**src/rtl/prog_loader_pkg.sv**
```systemverilog
// Shared types and constants for the program loader.
package loader_pkg;

  localparam logic [7:0] SYNC_BYTE = 8'hA5;

  localparam int             DEF_ADDR_W      = 16;
  localparam logic [15:0]    DEF_BASE_ADDR   = 16'h0000;
  localparam int             DEF_MAX_WORDS   = 256;
  localparam int             DEF_TIMEOUT_CYC = 1024;

  typedef enum logic [2:0] {
    ST_IDLE   = 3'd0,
    ST_CNT_HI = 3'd1,
    ST_CNT_LO = 3'd2,
    ST_DAT_HI = 3'd3,
    ST_DAT_LO = 3'd4,
    ST_CHK    = 3'd5,
    ST_DONE   = 3'd6,
    ST_ERR    = 3'd7
  } state_t;

endpackage

```
**src/rtl/prog_loader_if.sv**
```systemverilog
// Byte-link input and instruction-memory write port of the loader.
// master = host/memory side, slave = loader side.
interface prog_loader_if #(
  parameter int ADDR_W = 16
) ();
  logic [7:0]        rx_data;
  logic              rx_valid;
  logic              rx_ready;
  logic              mem_wr_en;
  logic [ADDR_W-1:0] mem_wr_addr;
  logic [15:0]       mem_wr_data;

  modport master (
    output rx_data, rx_valid,
    input  rx_ready, mem_wr_en, mem_wr_addr, mem_wr_data
  );

  modport slave (
    input  rx_data, rx_valid,
    output rx_ready, mem_wr_en, mem_wr_addr, mem_wr_data
  );
endinterface

```
**src/rtl/ld_word_asm.sv**
```systemverilog
// Assembles 16-bit words from hi/lo byte pairs and keeps the running XOR
// checksum of every byte it is handed.
module ld_word_asm (
  input  logic        clk,
  input  logic        rst,
  input  logic        clr,        // restart checksum for a new frame
  input  logic        byte_en,    // byte accepted and part of the checksum
  input  logic        is_data,    // byte is instruction data
  input  logic        is_lo,      // data byte is the low half of a word
  input  logic [7:0]  byte_in,
  output logic [15:0] word,
  output logic        word_valid,
  output logic [7:0]  checksum
);
  logic [7:0] hi_reg;

  // Latch high byte, emit {hi,lo} one cycle after the low byte, fold checksum
  always_ff @(posedge clk) begin
    if (rst) begin
      hi_reg     <= 8'h00;
      word       <= 16'h0000;
      word_valid <= 1'b0;
      checksum   <= 8'h00;
    end else begin
      word_valid <= 1'b0;
      if (clr)
        checksum <= 8'h00;
      else if (byte_en)
        checksum <= checksum ^ byte_in;
      if (byte_en && is_data) begin
        if (is_lo) begin
          word       <= {hi_reg, byte_in};
          word_valid <= 1'b1;
        end else begin
          hi_reg <= byte_in;
        end
      end
    end
  end
endmodule

```
**src/rtl/prog_loader.sv**
```systemverilog
// Framed byte-stream program loader: SYNC, CNT_HI, CNT_LO, CNT hi/lo word
// pairs, CHK. Writes words sequentially from BASE_ADDR and holds the CPU
// halted until a frame completes with a matching checksum.
// Optional: define LOADER_TIMEOUT_EN to abort a frame after TIMEOUT_CYC
// cycles without an accepted byte.
module prog_loader
  import loader_pkg::*;
#(
  parameter int                ADDR_W      = DEF_ADDR_W,
  parameter logic [ADDR_W-1:0] BASE_ADDR   = ADDR_W'(DEF_BASE_ADDR),
  parameter int                MAX_WORDS   = DEF_MAX_WORDS,
  parameter int                TIMEOUT_CYC = DEF_TIMEOUT_CYC
) (
  input  logic          clk,
  input  logic          rst,
  prog_loader_if.slave  bus,
  output logic          cpu_en,
  output logic          busy,
  output logic          done,
  output logic          err
);
  state_t            state_reg;
  logic              rdy_reg;
  logic [7:0]        cnt_hi_reg;
  logic [15:0]       count_reg;
  logic [15:0]       word_cnt_reg;
  logic [ADDR_W-1:0] addr_reg;

  logic              accept;
  logic [15:0]       count_now;
  logic              sync_hit;
  logic              asm_byte_en;
  logic              asm_is_data;
  logic              asm_is_lo;
  logic [15:0]       asm_word;
  logic              asm_word_valid;
  logic [7:0]        asm_checksum;
  logic              timeout;

  assign accept      = bus.rx_valid && rdy_reg;
  assign count_now   = {cnt_hi_reg, bus.rx_data};
  assign sync_hit    = accept && (bus.rx_data == SYNC_BYTE) &&
                       (state_reg == ST_IDLE || state_reg == ST_DONE ||
                        state_reg == ST_ERR);
  assign asm_is_data = (state_reg == ST_DAT_HI) || (state_reg == ST_DAT_LO);
  assign asm_is_lo   = (state_reg == ST_DAT_LO);
  assign asm_byte_en = accept && (asm_is_data || state_reg == ST_CNT_HI ||
                                  state_reg == ST_CNT_LO);

  assign bus.rx_ready    = rdy_reg;
  assign bus.mem_wr_en   = asm_word_valid;
  assign bus.mem_wr_data = asm_word;
  assign bus.mem_wr_addr = addr_reg;

  ld_word_asm u_asm (
    .clk        (clk),
    .rst        (rst),
    .clr        (sync_hit),
    .byte_en    (asm_byte_en),
    .is_data    (asm_is_data),
    .is_lo      (asm_is_lo),
    .byte_in    (bus.rx_data),
    .word       (asm_word),
    .word_valid (asm_word_valid),
    .checksum   (asm_checksum)
  );

`ifdef LOADER_TIMEOUT_EN
  localparam int TO_W = $clog2(TIMEOUT_CYC + 1);
  logic [TO_W-1:0] to_cnt_reg;
  logic            in_frame;

  assign in_frame = (state_reg == ST_CNT_HI) || (state_reg == ST_CNT_LO) ||
                    (state_reg == ST_DAT_HI) || (state_reg == ST_DAT_LO) ||
                    (state_reg == ST_CHK);
  assign timeout  = in_frame && !accept &&
                    (to_cnt_reg == TO_W'(TIMEOUT_CYC - 1));

  // Count idle cycles inside a frame; any accepted byte restarts the count
  always_ff @(posedge clk) begin
    if (rst || accept || !in_frame)
      to_cnt_reg <= '0;
    else
      to_cnt_reg <= to_cnt_reg + 1'b1;
  end
`else
  // Constant 0: without the timeout the loader waits forever in any state
  assign timeout = (TIMEOUT_CYC < 0);
`endif

  // Ready is low only while reset is held
  always_ff @(posedge clk) begin
    if (rst)
      rdy_reg <= 1'b0;
    else
      rdy_reg <= 1'b1;
  end

  // Frame FSM, word counting, address sequencing and status flags
  always_ff @(posedge clk) begin
    if (rst) begin
      state_reg    <= ST_IDLE;
      cnt_hi_reg   <= 8'h00;
      count_reg    <= 16'h0000;
      word_cnt_reg <= 16'h0000;
      addr_reg     <= BASE_ADDR;
      cpu_en       <= 1'b0;
      busy         <= 1'b0;
      done         <= 1'b0;
      err          <= 1'b0;
    end else begin
      if (asm_word_valid)
        addr_reg <= addr_reg + 1'b1;
      if (timeout) begin
        state_reg <= ST_ERR;
        err       <= 1'b1;
        busy      <= 1'b0;
        cpu_en    <= 1'b0;
      end else if (accept) begin
        case (state_reg)
          ST_IDLE, ST_DONE, ST_ERR: begin
            if (bus.rx_data == SYNC_BYTE) begin
              state_reg    <= ST_CNT_HI;
              done         <= 1'b0;
              err          <= 1'b0;
              busy         <= 1'b1;
              cpu_en       <= 1'b0;
              addr_reg     <= BASE_ADDR;
              word_cnt_reg <= 16'h0000;
            end
          end
          ST_CNT_HI: begin
            cnt_hi_reg <= bus.rx_data;
            state_reg  <= ST_CNT_LO;
          end
          ST_CNT_LO: begin
            count_reg <= count_now;
            if (32'(count_now) > 32'(MAX_WORDS)) begin
              state_reg <= ST_ERR;
              err       <= 1'b1;
              busy      <= 1'b0;
              cpu_en    <= 1'b0;
            end else if (count_now == 16'h0000) begin
              state_reg <= ST_CHK;
            end else begin
              state_reg <= ST_DAT_HI;
            end
          end
          ST_DAT_HI: state_reg <= ST_DAT_LO;
          ST_DAT_LO: begin
            word_cnt_reg <= word_cnt_reg + 16'd1;
            if (word_cnt_reg + 16'd1 == count_reg)
              state_reg <= ST_CHK;
            else
              state_reg <= ST_DAT_HI;
          end
          ST_CHK: begin
            busy <= 1'b0;
            if (bus.rx_data == asm_checksum) begin
              state_reg <= ST_DONE;
              done      <= 1'b1;
              cpu_en    <= 1'b1;
            end else begin
              state_reg <= ST_ERR;
              err       <= 1'b1;
              cpu_en    <= 1'b0;
            end
          end
          default: state_reg <= ST_IDLE;
        endcase
      end
    end
  end
endmodule

```
**src/flat_wrapper.sv**
```systemverilog
// flat-port wrapper written by rule: the top's interface ports become plain ports
module prog_loader_flat import loader_pkg::*;
#(
  parameter int                ADDR_W      = DEF_ADDR_W,
  parameter logic [ADDR_W-1:0] BASE_ADDR   = ADDR_W'(DEF_BASE_ADDR),
  parameter int                MAX_WORDS   = DEF_MAX_WORDS,
  parameter int                TIMEOUT_CYC = DEF_TIMEOUT_CYC
)
  (clk, rst, cpu_en, busy, done, err, bus_rx_data, bus_rx_valid, bus_rx_ready, bus_mem_wr_en, bus_mem_wr_addr, bus_mem_wr_data);
  prog_loader_if #(.ADDR_W(ADDR_W)) bus_i ();
  input  logic clk;
  input  logic rst;
  output logic cpu_en;
  output logic busy;
  output logic done;
  output logic err;
  input wire logic [$bits(bus_i.rx_data)-1:0] bus_rx_data;
  input wire logic [$bits(bus_i.rx_valid)-1:0] bus_rx_valid;
  output wire logic [$bits(bus_i.rx_ready)-1:0] bus_rx_ready;
  output wire logic [$bits(bus_i.mem_wr_en)-1:0] bus_mem_wr_en;
  output wire logic [$bits(bus_i.mem_wr_addr)-1:0] bus_mem_wr_addr;
  output wire logic [$bits(bus_i.mem_wr_data)-1:0] bus_mem_wr_data;
  assign bus_i.rx_data = bus_rx_data;
  assign bus_i.rx_valid = bus_rx_valid;
  assign bus_rx_ready = bus_i.rx_ready;
  assign bus_mem_wr_en = bus_i.mem_wr_en;
  assign bus_mem_wr_addr = bus_i.mem_wr_addr;
  assign bus_mem_wr_data = bus_i.mem_wr_data;
  prog_loader #(.ADDR_W(ADDR_W), .BASE_ADDR(BASE_ADDR), .MAX_WORDS(MAX_WORDS), .TIMEOUT_CYC(TIMEOUT_CYC)) u_core (.clk(clk), .rst(rst), .bus(bus_i), .cpu_en(cpu_en), .busy(busy), .done(done), .err(err));
endmodule
```
**config.mk**
```make
export PLATFORM = sky130hd
export DESIGN_NAME = prog_loader_flat
export DESIGN_NICKNAME = d
export VERILOG_FILES = /design/src/rtl/prog_loader_pkg.sv /design/src/rtl/prog_loader_if.sv /design/src/rtl/ld_word_asm.sv /design/src/rtl/prog_loader.sv /design/src/flat_wrapper.sv
export SDC_FILE = /design/constraint.sdc
export NUM_CORES = 1
export LEC_CHECK = 0
export BUFFER_PORTS_ARGS = -buffer_cell sky130_fd_sc_hd__clkbuf_2
export CAP_MARGIN = 15
export CORE_MARGIN = 3
export CORE_UTILIZATION = 59
export DETAILED_ROUTE_END_ITERATION = 8
export PLACE_DENSITY = 0.8
export SLEW_MARGIN = 10
export SYNTH_ARGS = -nofsm -noshare
export SYNTH_HDL_FRONTEND = slang
export SYNTH_HIERARCHICAL = 1
export SYNTH_SLANG_ARGS = --single-unit
```
**constraint.sdc**
```tcl
create_clock -name clk -period 2.7 [get_ports clk]
set_input_delay 0.54 -clock clk [delete_from_list [all_inputs] [get_ports clk]]
set_output_delay 0.54 -clock clk [all_outputs]
set_load 0.005 [all_outputs]
```
Word level (Yosys, flattened, before mapping):

Cells that the tools add are included.

* $add $sub $neg: 2
* magnitude comparators: 1
* eq/ne operators: 14
* multiplexer cells: 25
* bitwise operators: 3
* reductions and logical operators: 27

Operators by type and width (count)
* 2-to-1 mux 16 bit: 5
* adder 16 x 1 -> 16 bit, second input constant: 2
* case mux 16 bit (2 select lines): 1
* case mux 3 bit (6 select lines): 1
* equality test 16 bit: 1
* greater-than comparator 16 x 9 -> 1 bit, second input constant: 1
* zero test 16 bit: 1
* equality test 3 bit, second input constant: 4
* 2-to-1 mux 3 bit: 4
* 2-to-1 mux 1 bit: 10
* AND reduction 2 bit: 5
* case mux 1 bit (3 select lines): 3
* equality test 8 bit: 1
* equality test 8 bit, second input constant: 1
* AND reduction 4 bit: 2
* XOR 8 bit: 1
* equality test 3 x 2 -> 1 bit, second input constant: 2
* logical AND 1 bit: 5
* logical OR 1 bit: 5
* AND reduction 5 bit: 1
* != test 2 x 1 -> 1 bit, second input constant: 2
* != test 2 bit, second input constant: 2
* nonzero test 2 bit: 2
* OR reduction 2 bit: 2
* 7 further kinds: 8

* bits in registers: 97

Logic depth before layout (Yosys ltp):

* depth after elaboration: 8
* depth in mapped cells: 9
* mapped depth without buffers: 7

Modules after synthesis:

Netlist, hierarchy kept.

Modules (own cells, without submodules)
* prog_loader: instances 1, cells each 416, area each 3440.8 um^2
* ld_word_asm: instances 1, cells each 127, area each 1390.1 um^2

Least setup slack after synthesis:

No wires, ideal clock.

* kind: input to register
* start point: input bus_rx_data[1]
* end point: register u_core.word_cnt_reg[14]
* setup time: 0.132 ns
* data arrival time: 1.879 ns
* setup slack: 0.689 ns
* stages on the path: 7
* cell sequence: or4_4 -> nor2_4 -> and3_2 -> a21oi_2 -> buf_2 -> o21ai_0 -> a21oi_1

* word-level cells in the longest chain between the ends: 3

Ends and longest elaborated chain
* start, declared: RTL line flat_wrapper.sv:17 `input wire logic [$bits(bus_i.rx_data)-1:0] bus_rx_data;`
* equality test 8 bit: RTL line prog_loader.sv:122 `if (bus.rx_data == SYNC_BYTE) begin`
* != test 2 x 1 -> 1 bit (no source line)
* AND reduction 3 bit (no source line)
* end signal, assigned: RTL line prog_loader.sv:151 `word_cnt_reg <= word_cnt_reg + 16'd1;`
* end, declared: RTL line prog_loader.sv:26 `logic [15:0] word_cnt_reg;`

Every way passes these cells.
A chain may end at the register's enable or synchronous reset.

Worst setup path in the final report:

* start point: register u_core.state_reg[2]
* end point: register u_core.word_cnt_reg[13]

* elaborated cells on any way between the ends: 9
* classes of those cells: eq/ne: 4; mux: 1; reduce/logical: 4

RTL lines
* start, declared: RTL line prog_loader.sv:22 `state_t state_reg;`
* start signal, assigned: RTL line prog_loader.sv:102 `state_reg <= ST_IDLE;`
* start signal, assigned: RTL line prog_loader.sv:115 `state_reg <= ST_ERR;`
* start signal, assigned: RTL line prog_loader.sv:123 `state_reg <= ST_CNT_HI;`
* equality test 3 bit *
* net u_core.asm_is_lo: RTL line prog_loader.sv:34 `logic asm_is_lo;`
* nonzero test 2 bit (no source line)
* AND reduction 3 bit (no source line)

The timed path passes the listed nets; every way through them passes the cells marked *.

==> key figures <==
Timing
  – Minimum clock period: 2404 ps
  – Clk_skew: about 10 ps
  – Max-slew headroom: 51.66%
  – Setup TNS Final: 0 ps
  – Worst Slack Setup Final: about 300 ps
  – Worst-margin pin slew: 725.1 ps
  – Endpoints failing setup: 0
  – Final count of hold timing violations: 0
  – RSZ-0062 raised after global routing: no
  – Final period utilization: around nine tenths
  – Max Clk Rate: 416.0 MHz
  – WHS: roughly 480 ps
  – Final Max Tran Viols: 0

Route
  – Detailed-route wire length: ~11000 um
  – DR vias: roughly 4000
  – Routed Antenna Nets: 0
  – Remaining DRCs: 0
  – WL per Instance: 15.86 um
  – 1st-pass router iterations: 6
  – Vias per Instance: about 5.9
  – DR iter-0 viols: approximately 360

Synthesis
  – Post-Syn Nets: about 560
  – Ys flop type: dfxtp_1
  – Flops & latches, synth: 97
  – YS warnings: 6
  – Post-synth EDFFs: 0
  – Ys async rst share: 0%
  – Post-synthesis sequential area ratio: between 40% and 50%
  – Avg Cell Area, Syn: 8.897 um^2
  – Post-synthesis cell type count: between 50 and 60
  – Mapped Area: a little under 5000 um^2
  – Gate Count Post-Synth: ~540

Worst setup path
  – Slowest stage cell, crit path: dfxtp_1
  – Crit-path leading delay family: simple AND/OR/NAND/NOR gates
  – Most used cell, CP: nand2_1
  – RR Endpoint: u_core/word_cnt_reg[13]$_SDFFE_PP0P_
  – Worst Path Max Fanout: 15
  – Worst stage delay on the critical path: around 600 ps
  – Worst EP arrival: 2670 ps
  – Startpoint Class: register
  – R2r worst-path depth: 6
  – WS Path Type: register to register
  – Crit end category: register
  – FF-to-FF setup slack: 300 ps
  – CP Cell Sequence: nand2_1, inv_1, nand2_1, nor2_1, a31oi_1, a311oi_1
  – CP required: between 2000 and 3000 ps
  – Reg-to-Reg Start: u_core/state_reg[2]$_SDFFE_PP0P_
  – WP buf/inv: 1

Clocking
  – Setup bufs post-CTS: 0
  – Total CTS buffers: 9
  – Htree depth: 3
  – CTS Sinks: 97
  – Root buf cell: clkbuf_8
  – Hold Buf Count CTS: 0
  – Post_cts resized: 0
  – Clock-pin slew on the worst setup and hold paths: ~90 ps
  – CTS tree: built
  – CTS max path bufs: 2
  – Clk Latency, worst-skew pair: 350 ps

Layout
  – Fill cells: around 670
  – Layout cells sized above 1: 15.69%
  – Multi-input combinational cell area: 2683 um^2
  – ANT cells: 0
  – Net count reported at finish: about 590
  – Sequential cell area: between 1500 and 2000 um^2
  – Area grow syn2layout: 9.376%

Min path
  – Hold EP: u_core/u_asm/word[6]$_SDFFE_PP0P_
  – Hold Crit Depth: 2
  – Hold wc startpoint: u_core/u_asm/word[6]$_SDFFE_PP0P_
  – Min-Delay Path Class: register to register

Floorplanning
  – Die area: roughly 9300 um^2
  – I/O pins: slightly below 50
  – Starting Density: ~62%
  – Core Area: ~7800 um^2
  – Site row count: 32
  – Die Y: slightly below 100 um
  – Die width: ~96 um

Place
  – IO buf count: 48
  – Place WS: 348.5 ps
  – Detail Placement HPWL: about 7500 um
  – Routability cong.: ~0.85

Run status
  – Outcome: completed

Global routing
  – Largest net degree at the start of global routing: 40
  – First-pass GRT wire length: 17510 um
  – Vias in the first global route: ~3700
  – Initial antenna violation count: 0
  – Grt ovf: 0
  – Total track usage: 23.94%

Power
  – PD cells: between 400 and 500 nW/um^2
  – Pwr Total: 2.572 mW
  – Peak supply drop: between 0.0003 and 0.0004 V
  – Leak: approximately 2.3 nW

Flow run
  – Max-cap violations: 0
==> worst max-delay path by stage <==
stage,end,from,depth (start not counted)
2_1_floorplan,u_core/word_cnt_reg[14]$_SDFFE_PP0P_,bus_rx_data[1],7
3_3_place_gp,u_core/cpu_en$_SDFFE_PP0P_,bus_rx_data[1],7
3_5_place_dp,u_core/state_reg[2]$_SDFFE_PP0P_,bus_rx_data[1],7
4_1_cts,u_core/word_cnt_reg[13]$_SDFFE_PP0P_,u_core/state_reg[1]$_SDFFE_PP0P_,7
5_1_grt,u_core/word_cnt_reg[13]$_SDFFE_PP0P_,u_core/state_reg[2]$_SDFFE_PP0P_,6
6_report,u_core/word_cnt_reg[13]$_SDFFE_PP0P_,u_core/state_reg[2]$_SDFFE_PP0P_,6
==> area by class of cell <==
cell class                      instances  area share (%)
Inverter                                5          0.3552
Multi-Input combinational cell        408           50.77
Tap cell                              102           2.415
Timing Repair Buffer                   54           5.399
Clock inverter                          5           1.634
Clock buffer                           11           2.676
Sequential cell                        97           36.75
==> power by group <==
group	switching, mW	internal, mW	leakage [nW]	total (mW)
Sequential	0.000660	1.43	0.781	1.43
Clock	0.508	0.555	0.114	1.06
Combinational	0.0540	0.0242	1.38	0.0782
Total	0.563	2.01	2.28	2.57
==> per-layer routing <==
metal | vias up | GRT usage, % | wire [um]
li1 | 1946 | - | -
met1 | 1882 | 32.14 | 4770
met5 | - | 0 | 0
met3 | 25 | 4.493 | 676
met4 | 0 | 8.528 | 277
met2 | 158 | 38.51 | 5093
==> stage by stage <==
| step | utilization, % | instance area, um^2 | instances |
|---|---|---|---|
| after global placement | 64.43 | 5056 | 666 |
| final | 67.33 | 5284 | 682 |
| after detailed placement | 64.43 | 5056 | 666 |
| after floorplan | - | 4831 | 543 |
| after CTS | 67.33 | 5284 | 682 |
| after global routing | 67.33 | 5284 | 682 |
==> worst register-to-register path, delay by kind of cell (launching register included) <==
family / cells / cell delay (ps)
AO/OA/AOI/OAI: 2 / 340
buffers and inverters: 1 / 340
flip-flops: 1 / 610
AND/OR/NAND/NOR: 3 / 1020
==> Yosys cell counts (4+ instances only) <==
library cell / instances / share of area, %
dfxtp_1: 97 / 40
a21bo_2: 8 / 1.7
inv_1: 5 / 0.39
o21ai_0: 25 / 2.6
buf_6: 4 / 0.93
buf_2: 15 / 1.6
a21oi_1: 26 / 2.7
a31oi_1: 7 / 0.91
and3_1: 8 / 1.0
nand4_1: 11 / 1.4
nand3_1: 12 / 1.2
xnor2_1: 14 / 2.5
nand2_1: 25 / 1.9
nand2b_1: 33 / 4.3
clkbuf_1: 11 / 0.85
nand3b_1: 13 / 2.0
nor2_1: 74 / 5.7
mux2i_1: 50 / 10
nor3_1: 13 / 1.3
xor2_1: 34 / 6.2
nor4_1: 6 / 0.78
==> placed cells by master (no fill, tap or decap), types with 5 or more instances in the layout <==
cell type  count
dfxtp_1       97
nor2_1        74
mux2i_1       50
clkbuf_2      48
xor2_1        34
nand2b_1      33
a21oi_1       26
nand2_1       25
o21ai_0       25
xnor2_1       14
nor3_1        13
nand3b_1      13
nand3_1       12
nand4_1       11
clkbuf_8      10
and3_1         8
a21bo_2        8
a31oi_1        7
nor4_1         6
buf_4          6
inv_1          5
==> logic make-up (layout without fill, tap and decap cells) <==
family          Yosys count  count (layout)  share of synthesized area, %
compound gates           88              88                         11.97
xor+xnor                 48              48                         8.703
fa+ha+maj                 2               2                        0.5179
buf+inv                  38              75                         4.273
flops                    97              97                         40.20
mux                      50              50                         10.36
simple gates            220             220                         23.98
Note: power is estimated with default switching activity, not from simulation.
